[src/rtl/dmem_arb_pkg.sv]
// dmem_arb_pkg: shared types and constants for the data-memory arbiter.
// The build macro DMEM_ARB_RR_EN is consumed by dmem_arb_pick and dmem_arbiter.
package dmem_arb_pkg;

  typedef enum logic [1:0] {
    IDLE   = 2'd0,
    ACCESS = 2'd1,
    ACK    = 2'd2
  } dmem_arb_state_t;

  localparam int unsigned PORT_CPU = 0;
  localparam int unsigned PORT_DBG = 1;
  localparam int unsigned N_REQ    = 2;

  localparam logic PORT_CPU_IDX = 1'(PORT_CPU);
  localparam logic PORT_DBG_IDX = 1'(PORT_DBG);

  // One-hot acknowledge vector for a single winning port index.
  function automatic logic [N_REQ-1:0] port_onehot(input logic idx);
    logic [N_REQ-1:0] vec;
    vec      = '0;
    vec[idx] = 1'b1;
    return vec;
  endfunction

endpackage

[src/rtl/dmem_arb_pick.sv]
// dmem_arb_pick: combinational winner select for the two memory requesters.
// DMEM_ARB_RR_EN selects round-robin tie-breaking; otherwise port 0 always wins a tie.
module dmem_arb_pick
  import dmem_arb_pkg::*;
(
  input  logic [N_REQ-1:0] req,
  input  logic             last_grant,
  output logic             grant_idx,
  output logic             grant_vld
);

`ifndef DMEM_ARB_RR_EN
  logic unused_last_grant;
  assign unused_last_grant = last_grant;
`endif

  // Winner select: a lone request always wins; a tie follows the configured policy.
  always_comb begin
    grant_vld = |req;
    grant_idx = PORT_CPU_IDX;
    case (req)
      2'b01: grant_idx = PORT_CPU_IDX;
      2'b10: grant_idx = PORT_DBG_IDX;
      2'b11: begin
`ifdef DMEM_ARB_RR_EN
        grant_idx = ~last_grant;
`else
        grant_idx = PORT_CPU_IDX;
`endif
      end
      default: grant_idx = PORT_CPU_IDX;
    endcase
  end

endmodule

[src/rtl/dmem_arbiter.sv]
// dmem_arbiter: serialises CPU (port 0) and debug/loader (port 1) accesses onto the single-port data memory.
// Build macro DMEM_ARB_RR_EN enables round-robin tie-breaking; default build is fixed port-0 priority.
module dmem_arbiter
  import dmem_arb_pkg::*;
#(
  parameter int DATA_W = 32,
  parameter int ADDR_W = 32
) (
  input  logic              clk,
  input  logic              rst,
  input  logic [N_REQ-1:0]  req,
  input  logic [N_REQ-1:0]  we,
  input  logic [ADDR_W-1:0] addr0,
  input  logic [ADDR_W-1:0] addr1,
  input  logic [DATA_W-1:0] wdata0,
  input  logic [DATA_W-1:0] wdata1,
  output logic [N_REQ-1:0]  ack,
  output logic [DATA_W-1:0] rdata,
  output logic [ADDR_W-1:0] mem_address,
  output logic              mem_write,
  output logic [DATA_W-1:0] mem_wdata,
  input  logic [DATA_W-1:0] mem_rdata
);

  dmem_arb_state_t   state_r;
  logic              win_r;
  logic              we_r;
  logic              mem_write_r;
  logic              last_grant_s;
  logic              grant_idx_s;
  logic              grant_vld_s;
  logic              win_we_s;
  logic [ADDR_W-1:0] win_addr_s;
  logic [DATA_W-1:0] win_wdata_s;

`ifdef DMEM_ARB_RR_EN
  logic last_grant_r;
  assign last_grant_s = last_grant_r;
`else
  assign last_grant_s = PORT_DBG_IDX;
`endif

  dmem_arb_pick u_pick (
    .req        (req),
    .last_grant (last_grant_s),
    .grant_idx  (grant_idx_s),
    .grant_vld  (grant_vld_s)
  );

  // Transaction fields of the port selected this cycle.
  always_comb begin
    if (grant_idx_s) begin
      win_we_s    = we[1];
      win_addr_s  = addr1;
      win_wdata_s = wdata1;
    end else begin
      win_we_s    = we[0];
      win_addr_s  = addr0;
      win_wdata_s = wdata0;
    end
  end

  // Masking with rst keeps a write that is in ACCESS from landing on the reset edge itself.
  assign mem_write = mem_write_r & ~rst;

  // Sequencer: IDLE grants and latches, ACCESS drives the memory, ACK pulses the winner.
  always_ff @(posedge clk) begin
    if (rst) begin
      state_r      <= IDLE;
      win_r        <= PORT_CPU_IDX;
      we_r         <= 1'b0;
      ack          <= '0;
      rdata        <= '0;
      mem_address  <= '0;
      mem_wdata    <= '0;
      mem_write_r  <= 1'b0;
`ifdef DMEM_ARB_RR_EN
      last_grant_r <= PORT_DBG_IDX;
`endif
    end else begin
      case (state_r)
        IDLE: begin
          ack <= '0;
          if (grant_vld_s) begin
            state_r      <= ACCESS;
            win_r        <= grant_idx_s;
            we_r         <= win_we_s;
            mem_address  <= win_addr_s;
            mem_wdata    <= win_wdata_s;
            mem_write_r  <= win_we_s;
`ifdef DMEM_ARB_RR_EN
            last_grant_r <= grant_idx_s;
`endif
          end else begin
            state_r     <= IDLE;
            mem_write_r <= 1'b0;
          end
        end
        ACCESS: begin
          mem_write_r <= 1'b0;
          if (!we_r) begin
            rdata <= mem_rdata;
          end else begin
            rdata <= rdata;
          end
          ack     <= port_onehot(win_r);
          state_r <= ACK;
        end
        ACK: begin
          ack         <= '0;
          mem_write_r <= 1'b0;
          state_r     <= IDLE;
        end
        default: begin
          ack         <= '0;
          mem_write_r <= 1'b0;
          state_r     <= IDLE;
        end
      endcase
    end
  end

endmodule

[config.mk]
export PLATFORM = sky130hd
export DESIGN_NAME = dmem_arbiter
export DESIGN_NICKNAME = d
export VERILOG_FILES = /design/src/rtl/dmem_arb_pkg.sv /design/src/rtl/dmem_arb_pick.sv /design/src/rtl/dmem_arbiter.sv
export SDC_FILE = /design/constraint.sdc
export NUM_CORES = 1
export LEC_CHECK = 0
export CAP_MARGIN = 20
export CORE_MARGIN = 2
export CORE_UTILIZATION = 41
export CTS_CLUSTER_DIAMETER = 120
export CTS_CLUSTER_SIZE = 14
export DETAILED_ROUTE_END_ITERATION = 12
export PLACE_DENSITY = 0.95
export SYNTH_ARGS = -nofsm -noshare
export SYNTH_HDL_FRONTEND = slang
export SYNTH_SLANG_ARGS = --single-unit
[constraint.sdc]
create_clock -name clk -period 2.59 [get_ports clk]
set_clock_uncertainty 0.1 [all_clocks]
set_input_delay 0.518 -clock clk [delete_from_list [all_inputs] [get_ports clk]]
set_output_delay 0.518 -clock clk [all_outputs]
set_load 0.05 [all_outputs]
==> summary.md, run 1 <==
| Metric | Value |
|---|---|
| Final hold viol count | `0` |
| Dpl ws | `roughly 0.24 ns` |
| Final WL | `about 15000 µm` |
| Worst slew pin tran | `slightly below 1 ns` |
| Placed Area | `about 0.0072 mm²` |
| TritonCTS sink count | `~100` |
| Status | `finished, final reports clean` |
| Critical Path AT | `1.57 ns` |
| Critical path launch point type | `register` |
| Relative slew slack | `between 30% and 40%` |
| Core area | `around 0.011 mm²` |
| Simple-gate area share of the yosys netlist | `between 10% and 20%` |
| Final antenna-violating net count | `0` |
| RSZ-0062 raised after global routing | `false` |
| Fmax | `0.4579 GHz` |
| Antenna cells | `0` |
| Sequential power share | `a little over two fifths` |
| Skew-Pair Late Insertion Delay | `around 0.35 ns` |
| Worst path bufs/invs | `1` |
| Adder-cell share of the synthesized area | `0%` |
| Switch share | `~37%` |
| Root Buffer Master | `clkbuf_8` |
| Final setup viols | `0` |
| CTS tree | `yes` |
| Sw power | `between 1.5 and 2 mW` |
| Compound-gate portion of the synthesized area | `between 20% and 30%` |
| DIE AREA | `0.01202 mm²` |
| Yosys top cell by area | `dfxtp_1` |
| Post-CTS setup buffers | `0` |
| Clock Tree Buf Depth | `2` |
| Clk slew on worst S/H paths | `0.11 ns` |
| Sequential area share after synthesis | `~45%` |
| Internal | `around 2.8 mW` |
| Post-Syn Nets | `slightly below 700` |
| Clock network power share | `22.7%` |
| Pre-Repair DR Iteration Count | `5` |
| First-pass GRT wire length | `roughly 22000 µm` |
| Main flop type after synthesis | `dfxtp_1` |
| Gr usage total | `between 20% and 30%` |
| Gpl congestion | `approximately 0.80` |
| Hold WC Path Type | `in2reg` |
| CP required | `1.97 ns` |
| CP cell instances | `clkdlybuf4s50_1` |
| Via-per-instance ratio | `roughly 5.4` |
| Mux cell area share after synthesis | `0.2187%` |
| Largest net degree at the start of global routing | `between 100 and 150` |
| Crit-path max cell delay | `~0.85 ns` |
| CP endpoint kind | `output port` |
| # resized after CTS | `0` |
| Critical path class | `reg2out` |
| Port Buf Inserts | `264` |
| DIE HEIGHT | `109.7 µm` |
| Die W | `between 100 and 150 µm` |
| Via count | `about 4800` |
| Post-synth EDFFs | `0` |
| Static Leak | `roughly 2.6 nW` |
| DRC Markers | `0` |
| Total CTS buffers | `9` |
| Mapped Area | `0.004577 mm²` |
| PwrDens | `~590 mW/mm²` |
| 1st-iter DRT viols | `about 250` |
| Design area | `around 0.0074 mm²` |
| Crit share post-route | `between 80% and 90%` |
| Logic pwr share | `between 30% and 40%` |
| Area Growth Syn to Fin | `61.56%` |
| Netlist cell types | `28` |
| Area share of the largest cell type after synthesis | `between 40% and 50%` |
| Core Rows | `38` |
| Io pins | `approximately 270` |
| Post-synthesis xor/xnor area fraction | `0%` |
| Post-route insts no fill | `around 900` |
| VDD IR max | `roughly 350 µV` |
| DP HPWL | `between 10000 and 15000 µm` |
| Top delay family on crit path | `buffers and inverters` |
| Fillers | `about 860` |
| Setup tns final | `0 ns` |
| Initial antenna violation count | `0` |
| Setup ws final | `around 0.4 ns` |
| Multi-input gate area | `approximately 0.0022 mm²` |
| Synthesized flop and latch total | `around 100` |
| Mapped Cells | `between 500 and 600` |
| Placed cell count | `879` |
| Total gr overflow | `0` |
| Combinational family with the most area after synthesis | `compound AO/OA/AOI/OAI gates` |
| Synth Area per Inst | `8.701 µm²` |
| Ys Warns | `0` |
| Max Slew Vio Count | `0` |
| Synth top area cells | `dfxtp_1 45%, a21oi_1 11%, a211oi_1 9.0%` |
| Register Area | `0.002062 mm²` |
| H-tree Lvls | `3` |
| Hold Buf Count CTS | `0` |
| Fin nets | `around 920` |
| Async set-reset flop share out of synthesis | `0%` |
| CP Max Fanout | `2` |
| Fin crit period | `between 2 and 2.5 ns` |
| Wire per inst | `16.27 µm` |
| Vias in the first global route | `4655` |
| Share of layout cells above drive strength 1 | `between 10% and 20%` |
| Initial Util | `between 40% and 50%` |
| Max-Cap Viols | `0` |
| Slowest cell on crit path | `clkdlybuf4s50_1` |
## layer usage
layer / GRT usage, % / wire length [µm] / share of wire [%]
met1: 25.63 / 5709 / 39
met2: 42.50 / 7334 / 50
met3: 5.453 / 1070 / 7.3
met4: 9.584 / 452 / 3.1
met5: 0 / 0 / 0
## cell usage in the layout (no fill, tap or decap), drive strengths merged, types with 6 or more instances in the layout
master / count
clkdlybuf4s50: 261
or3b: 59
o21ai: 58
o22ai: 6
inv: 6
a211oi: 65
clkbuf: 9
nand2: 65
a21oi: 98
buf: 11
dfxtp: 103
## logic make-up after synthesis
family,count (synthesis)
flip-flops,103
AO/OA/AOI/OAI,228
AND/OR/NAND/NOR,134
multiplexers,1
buffers and inverters,60
## stage by stage
step	util [%]	hold slack, ns	total power [mW]
after global routing	67.92	0.2906	4.580
final	67.92	0.3001	4.374
after global placement	66.10	0.3261	3.367
after floorplan	-	0.3065	2.779
after CTS	67.92	0.2864	4.405
after detailed placement	66.10	0.3229	3.414
## synth_stat cells (2+ instances only)
cell / count
or3b_1: 13
nor2b_1: 2
nand2_1: 65
o21ai_0: 51
o22ai_1: 6
dfxtp_1: 103
buf_8: 3
clkbuf_2: 4
a211oi_2: 10
buf_6: 2
o21ai_1: 7
a211oi_1: 55
or3b_2: 46
buf_4: 5
a21oi_1: 98
buf_2: 12
clkbuf_1: 33
## layout make-up
| class | count | area share (%) |
|---|---|---|
| Clock buffer | 9 | 1.675 |
| Clock inverter | 7 | 0.9983 |
| Inverter | 1 | 0.05076 |
| Multi-Input combinational cell | 363 | 29.93 |
| Sequential cell | 103 | 27.88 |
| Tap cell | 140 | 2.369 |
| Timing Repair Buffer | 272 | 37.09 |
## path summary, 6_finish.rpt
check | from | to | slack [ns] | cells after the start
max | mem_wdata[6] | mem_wdata[6] | 0.41 | 1
min | rst | rdata[1] | 0.30 | 2
min reg2reg | win_r | ack[0] | 0.34 | 1
max reg2reg | state_r[1] | rdata[22] | 0.80 | 3
## sequential cells by signal, summed over array words and instances (netlist names)
signal       count
state_r          2
mem_wdata       32
ack              2
rdata           32
mem_write_r      1
we_r             1
win_r            1
mem_address     32
## power groups by stage
stage                     Combinational, mW  Sequential [mW]  Clock [mW]
final                                  1.56             1.82       0.995
after global routing                   1.65             1.84        1.09
after CTS                              1.56             1.82        1.02
after detailed placement               1.56             1.85           0
after global placement                 1.52             1.85           0
after floorplan                       0.433             2.35           0
Note: power is estimated with default switching activity, not from simulation.
==> inputs of run 2 (changes only) <==
--- a/config.mk
+++ b/config.mk
@@ -7,11 +7,11 @@
 export LEC_CHECK = 0
 export CAP_MARGIN = 20
 export CORE_MARGIN = 2
-export CORE_UTILIZATION = 41
+export CORE_UTILIZATION = 35
 export CTS_CLUSTER_DIAMETER = 120
 export CTS_CLUSTER_SIZE = 14
 export DETAILED_ROUTE_END_ITERATION = 12
-export PLACE_DENSITY = 0.95
+export PLACE_DENSITY = 0.87
 export SYNTH_ARGS = -nofsm -noshare
 export SYNTH_HDL_FRONTEND = slang
 export SYNTH_SLANG_ARGS = --single-unit
==> constraint.sdc (replaced) <==
create_clock -name clk -period 1.75 [get_ports clk]
set_clock_uncertainty 0.1 [all_clocks]
set_input_delay 0.35 -clock clk [delete_from_list [all_inputs] [get_ports clk]]
set_output_delay 0.35 -clock clk [all_outputs]
set_load 0.05 [all_outputs]
==> run 2 against run 1 <==
Worst hold slack got worse by 0.16 ns. Via count fell by 0.65%. Cell area rose by 1.4%. Combinational power rose by 46%. Critical endpoint is now rdata[21]. Highest routed layer is now met5.
==> summary.md, run 2 (synthesis gave the netlist of run 1 again) <==
| Metric | Value |
|---|---|
| Status | `finished, final reports clean` |
| Fmax | `0.6837 GHz` |
| Die W | `118.4 µm (+7.9%)` |
| Most frequent cells in the layout | `162 x clkdlybuf4s50_1, 108 x buf_4, 103 x dfxtp_1` |
| Commonest non-fill, non-tap cell in the layout | `clkdlybuf4s50_1` |
| CP Max Fanout | `31 (+29)` |
| CP cell instances | `or3b_1, buf_4, nand2_1, a21oi_1` |
| Sequential power share | `37.5% (-4.1 points)` |
| Clock Tree Buf Depth | `2 (unchanged)` |
| 1st-iter DRT viols | `235 (-4.5%)` |
| Io pins | `265 (unchanged)` |
| DP HPWL | `10550 µm (+0.26%)` |
| TritonCTS sink count | `103 (unchanged)` |
| Critical Path AT | `1.57 ns (about the same)` |
| Crit-path max cell delay | `0.40 ns (-0.45 ns)` |
| DIE AREA | `0.01401 mm² (+16%)` |
| Crit share post-route | `approximately 84%` |
| Total Power | `7.193 mW (+64%)` |
| DIE HEIGHT | `118.4 µm (+7.9%)` |
| Core area | `0.01267 mm² (+16%)` |
| GR Util met3 | `5.840% (+0.39 points)` |
| CP required | `1.86 ns (-0.11 ns)` |
| Setup crit start | `state_r[0]` |
| Wire per inst | `15.61 µm (-4.1%)` |
| Gpl congestion | `0.8136 (+1.1%)` |
| VDD IR max | `584.2 µV (+65%)` |
| H-tree Lvls | `3 (unchanged)` |
| Initial antenna violation count | `1 (+1)` |
| Clk slew on worst S/H paths | `0.07 ns (-0.04 ns)` |
| Logic pwr share | `31.6% (-4.0 points)` |
| Max Slew Vio Count | `0 (unchanged)` |
| Switch share | `32.89% (-4.1 points)` |
| CTS tree | `yes` |
| CP endpoint kind | `register` |
| Top Usage Layer GRT | `met2` |
| Sw power | `2.366 mW (+46%)` |
| Final antenna-violating net count | `0 (unchanged)` |
| Critical path launch point type | `register` |
| Fin nets | `927 (+1.2%)` |
| Top delay family on crit path | `simple AND/OR/NAND/NOR gates` |
| Final setup viols | `0 (unchanged)` |
| Hold WC Path Type | `in2reg` |
| Skew-Pair Late Insertion Delay | `0.34 ns (about the same)` |
| Initial Util | `36.12% (-5.9 points)` |
| Worst r2r path cells | `4 (+1)` |
| Static Leak | `2.892 nW (+12%)` |
| Via count | `4762 (-0.65%)` |
| Share of layout cells above drive strength 1 | `25.33% (+14 points)` |
| Post-CTS setup buffers | `0 (unchanged)` |
| Worst r2r src | `state_r[0]` |
| Critical path class | `reg2reg` |
| Total gr overflow | `0 (unchanged)` |
| Total CTS buffers | `9 (unchanged)` |
| First-pass GRT wire length | `23280 µm (+5.2%)` |
| Reg-to-reg endpoint | `rdata[21]` |
| PwrDens | `959.3 mW/mm² (+62%)` |
| Antenna cells | `0 (unchanged)` |
| Vias in the first global route | `4600 (-1.2%)` |
| DRC Markers | `0 (unchanged)` |
| Final hold viol count | `0 (unchanged)` |
| Dpl ws | `-0.3075 ns (-0.5466 ns)` |
| Fin crit period | `between 1 and 1.5 ns` |
| Critical Path End | `rdata[21]` |
| Max-Cap Viols | `0 (unchanged)` |
| RSZ-0062 raised after global routing | `false` |
| Largest net degree at the start of global routing | `63 (-53%)` |
| Root Buffer Master | `clkbuf_16` |
| Area Growth Syn to Fin | `63.83%` |
| Largest regs | `mem_address: 32 flops, mem_wdata: 32 flops, rdata: 32 flops` |
| Internal | `4.827 mW (+75%)` |
| Worst slew pin tran | `0.4739 ns (-0.5077 ns)` |
| R2R setup slack | `0.29 ns (-0.51 ns)` |
| Slowest cell on crit path | `dfxtp_1` |
| Port Buf Inserts | `264 (unchanged)` |
| WHS Path Cells | `2 (unchanged)` |
| Met2 usage | `34.14% (-8.4 points)` |
| Worst path bufs/invs | `1 (unchanged)` |
| Final WL | `14640 µm (+0.52%)` |
| Via-per-instance ratio | `5.077 (-5.2%)` |
| Met1 global-route usage | `24.86% (-0.78 points)` |
| Crit. path cell count | `4 (+3)` |
| Pre-Repair DR Iteration Count | `4 (-1)` |
| Core Rows | `41 (+7.9%)` |
| Setup ws final | `0.2875 ns (-0.1187 ns)` |
| Relative slew slack | `68.41% (+34 points)` |
| Gr usage total | `20.46% (-2.8 points)` |
| Clock network power share | `30.9% (+8.2 points)` |
| Final core occ | `59.18% (-8.7 points)` |
| Hold Buf Count CTS | `0 (unchanged)` |
## run 2: area by class of cell
| type | count | area, µm² |
|---|---|---|
| Clock inverter | 4 | 77.57 |
| Clock buffer | 12 | 256.5 |
| Sequential cell | 103 | 2062 |
| Tap cell | 172 | 215.2 |
| Fill cell | 1101 | 5172 |
| Timing Repair Buffer | 283 | 2670 |
| Inverter | 1 | 3.754 |
| Multi-Input combinational cell | 363 | 2213 |
## run 2: per-layer routing
layer	share of wire, %	vias to the layer above
met2	48	186
met3	7.9	24
met4	2.0	2
met5	0.082	-
li1	-	2382
met1	42	2168
## run 2: timing repair
item,CTS,global route
endpoints found under the setup margin,0,4
gates resized for setup,0,1
endpoints found under the hold margin,0,0
## run 2: how the worst min path moves through the flow
stage                     startpoint         end  slack, ns
final                            rst  state_r[1]       0.14
after global routing             rst  state_r[1]       0.15
after CTS                        rst  state_r[1]       0.13
after detailed placement   rdata[29]   rdata[29]       0.35
after global placement     rdata[14]   rdata[14]       0.34
after floorplan                win_r      ack[0]       0.31
## run 2: worst register-to-register path, cell delays in order (launching register included)
cell and delay (ns):
dfxtp_1 0.40, or3b_1 0.39, buf_4 0.25, nand2_1 0.11, a21oi_1 0.07
## run 2: power by group through the flow
stage | Sequential, mW | Clock [mW] | Combinational (mW)
finish | 2.70 | 2.22 | 2.28
global route | 2.72 | 2.38 | 2.41
CTS | 2.70 | 2.28 | 2.29
detailed placement | 2.74 | 0 | 2.29
global placement | 2.74 | 0 | 2.26
floorplan | 3.47 | 0 | 0.641
## run 2: stage by stage
step,cells,hold slack [ns],cell area (µm²),setup TNS (ns)
floorplan,526,0.3065,4577,0
global placement,922,0.3425,7162,-14.73
detailed placement,922,0.3476,7162,-16.39
CTS,938,0.1343,7496,0
global route,938,0.1482,7498,0
finish,938,0.1396,7498,0
==> inputs of run 3 (changes only) <==
==> constraint.sdc (replaced) <==
create_clock -name clk -period 1.3 [get_ports clk]
set_clock_uncertainty 0.1 [all_clocks]
set_input_delay 0.26 -clock clk [delete_from_list [all_inputs] [get_ports clk]]
set_output_delay 0.26 -clock clk [all_outputs]
set_load 0.05 [all_outputs]
==> run 3 against run 2 <==
The flow now finishes with violations (setup timing). First-iteration DRC count up 20%. Setup slack worse by 0.31 ns. Routed wire length up 17%. Total power up 48%. Sequential share of layout area down 4.7 points. Sequential power up 40%. Sequential cell count unchanged. Combinational power up 80%. Critical path type unchanged. Highest routed layer is now met4.
==> summary.md, run 3 (synthesis gave the netlist of run 1 again) <==
| Metric | Value |
|---|---|
| Placed cell count | `924 (+0.22%)` |
| Gpl congestion | `0.8032 (-1.3%)` |
| Clk slew on worst S/H paths | `0.07 ns (about the same)` |
| DIE AREA | `0.01401 mm² (unchanged)` |
| Critical Path AT | `1.44 ns (-0.13 ns)` |
| Fin nets | `941 (+1.5%)` |
| Final setup viols | `11 (+11)` |
| Initial antenna violation count | `0 (-1)` |
| TritonCTS sink count | `103 (unchanged)` |
| Fillers | `874 (-21%)` |
| Logic pwr share | `38.5% (+6.9 points)` |
| Commonest non-fill, non-tap cell in the layout | `clkdlybuf4s50_1` |
| Core Rows | `41 (unchanged)` |
| WHS Endpoint | `state_r[1]` |
| Share of layout cells above drive strength 1 | `31.03% (+5.7 points)` |
| Setup ws final | `-0.01869 ns (-0.3062 ns)` |
| Status | `finished, violations left` |
| Vias in the first global route | `4998 (+8.7%)` |
| DP HPWL | `11870 µm (+13%)` |
| Via-per-instance ratio | `5.266 (+3.7%)` |
| Static Leak | `3.349 nW (+16%)` |
| CP Max Fanout | `32 (+3.2%)` |
| Gr usage total | `23.60% (+3.1 points)` |
| Antenna cells | `0 (unchanged)` |
| Area Growth Syn to Fin | `98.28%` |
| Crit-path max cell delay | `0.39 ns (about the same)` |
| Final antenna-violating net count | `0 (unchanged)` |
| Wire per inst | `17.98 µm (+15%)` |
| Crit share post-route | `101.4% (+18 points)` |
| Die W | `118.4 µm (unchanged)` |
| Top delay family on crit path | `simple AND/OR/NAND/NOR gates` |
| Core area | `0.01267 mm² (unchanged)` |
| Clock Tree Buf Depth | `2 (unchanged)` |
| Port Buf Inserts | `264 (unchanged)` |
| Clock network power share | `26.0% (-4.9 points)` |
| Failing checks | `setup timing` |
| Total CTS buffers | `9 (unchanged)` |
| Max-Cap Viols | `0 (unchanged)` |
| Critical path class | `reg2reg` |
| Hold WC Path Type | `in2reg` |
| WHS Path Cells | `2 (unchanged)` |
| Post-route insts no fill | `952 (+1.5%)` |
| CP cell instances | `or3b_4, buf_12, nand2_1, a21oi_1` |
| Final WL | `17120 µm (+17%)` |
| Skew-Pair Late Insertion Delay | `0.34 ns (about the same)` |
| CP required | `1.42 ns (-0.44 ns)` |
| Worst slew pin tran | `0.3593 ns (-0.1146 ns)` |
| R2R setup slack | `-0.02 ns (-0.31 ns)` |
| Worst path bufs/invs | `1 (unchanged)` |
| Final hold viol count | `0 (unchanged)` |
| Setup tns final | `-0.09951 ns (-0.09951 ns)` |
| RSZ-0062 raised after global routing | `true` |
| Io pins | `265 (unchanged)` |
| Hold Buf Count CTS | `0 (unchanged)` |
| Switch share | `32.86% (about the same)` |
| Relative slew slack | `75.79% (+7.4 points)` |
| Pre-Repair DR Iteration Count | `5 (+1)` |
| Critical path launch point type | `register` |
| Sw power | `3.509 mW (+48%)` |
| CP endpoint kind | `register` |
| Fin crit period | `1.319 ns (-0.1438 ns)` |
| Total gr overflow | `0 (unchanged)` |
| Internal | `7.169 mW (+49%)` |
| Root Buffer Master | `clkbuf_16` |
| Initial Util | `36.12% (unchanged)` |
| H-tree Lvls | `3 (unchanged)` |
| Worst r2r path cells | `4 (unchanged)` |
| Register Area | `0.002073 mm² (+0.55%)` |
| DIE HEIGHT | `118.4 µm (unchanged)` |
| PwrDens | `1177 mW/mm² (+23%)` |
| Most frequent cells in the layout | `162 x clkdlybuf4s50_1, 110 x buf_12, 98 x dfxtp_1` |
| Worst r2r src | `state_r[0]` |
| Sequential power share | `35.5% (-2.0 points)` |
| Largest regs | `mem_address: 32 flops, mem_wdata: 32 flops, rdata: 32 flops` |
| First-pass GRT wire length | `26390 µm (+13%)` |
| Multi-input gate area | `0.002332 mm² (+5.4%)` |
| Slowest cell on crit path | `or3b_4` |
| Largest net degree at the start of global routing | `65 (+3.2%)` |
| VDD IR max | `580.2 µV (-0.69%)` |
| Max Slew Vio Count | `0 (unchanged)` |
| 1st-iter DRT viols | `282 (+20%)` |
| CTS tree | `yes` |
| Hold Startpoint | `rst` |
| Reg-to-reg endpoint | `rdata[5]` |
| DRC Markers | `0 (unchanged)` |
| Via count | `5013 (+5.3%)` |
| Fmax | `0.7583 GHz (+11%)` |
==> run 3: changes by cell type in the layout (fill, tap and decap cells not counted), moves of 4 or more <==
cell      change
buf_12       +99
buf_4        -96
a211oi_1     -14
a211oi_2     +14
a21oi_1       -9
a21oi_2       +9
dfxtp_1       -5
buf_6         +4
==> run 3: layout make-up <==
cell class,count,share of cell area (%)
Tap cell,172,2.371
Multi-Input combinational cell,363,25.70
Clock buffer,11,2.785
Sequential cell,103,22.85
Timing Repair Buffer,297,45.64
Inverter,1,0.04136
Clock inverter,5,0.6204
==> run 3: through the flow <==
step	power (mW)	setup WS [ns]	util [%]	cell area (µm²)	hold WS, ns
after global routing	11.09	-0.08873	71.62	9075	0.09523
after floorplan	5.559	-0.009611	-	4609	0.2506
after CTS	10.64	-0.04039	70.32	8910	0.07407
after global placement	7.599	-0.3208	66.46	8421	0.3788
final	10.68	-0.01869	71.62	9075	0.08220
after detailed placement	7.675	-0.3514	66.46	8421	0.3839
==> run 3: how the worst max path moves through the flow <==
stage | startpoint | end | slack, ns | cells after the start
after floorplan | req[1] | mem_address[14] | -0.01 | 6
after global placement | req[1] | mem_wdata[28] | -0.32 | 6
after detailed placement | req[1] | mem_wdata[28] | -0.35 | 6
after CTS | state_r[1] | mem_address[10] | -0.04 | 5
after global routing | state_r[0] | mem_wdata[27] | -0.09 | 5
final | state_r[0] | rdata[5] | -0.02 | 4
==> run 3: repair_timing <==
action / CTS / global route
resized for setup: 14 / 23
setup endpoints to repair: 95 / 97
pin swaps: 16 / 12
setup buffers: 4 / 1
gates cloned: 4 / 4
==> run 3: power by group through the flow <==
stage | logic (mW) | clock network, mW | registers, mW
5_1_grt | 4.30 | 2.97 | 3.82
6_report | 4.11 | 2.78 | 3.79
3_5_place_dp | 3.82 | 0 | 3.86
3_3_place_gp | 3.76 | 0 | 3.84
4_1_cts | 4.00 | 2.85 | 3.79
2_1_floorplan | 0.881 | 0 | 4.68
==> run 3: layer usage <==
metal  wire length, µm  track usage, %  up-vias
met5                 0               0        -
met4               489           9.488        0
li1                  -               -     2396
met3              1282           6.564       33
met2              8682           41.65      223
met1              6663           26.72     2361
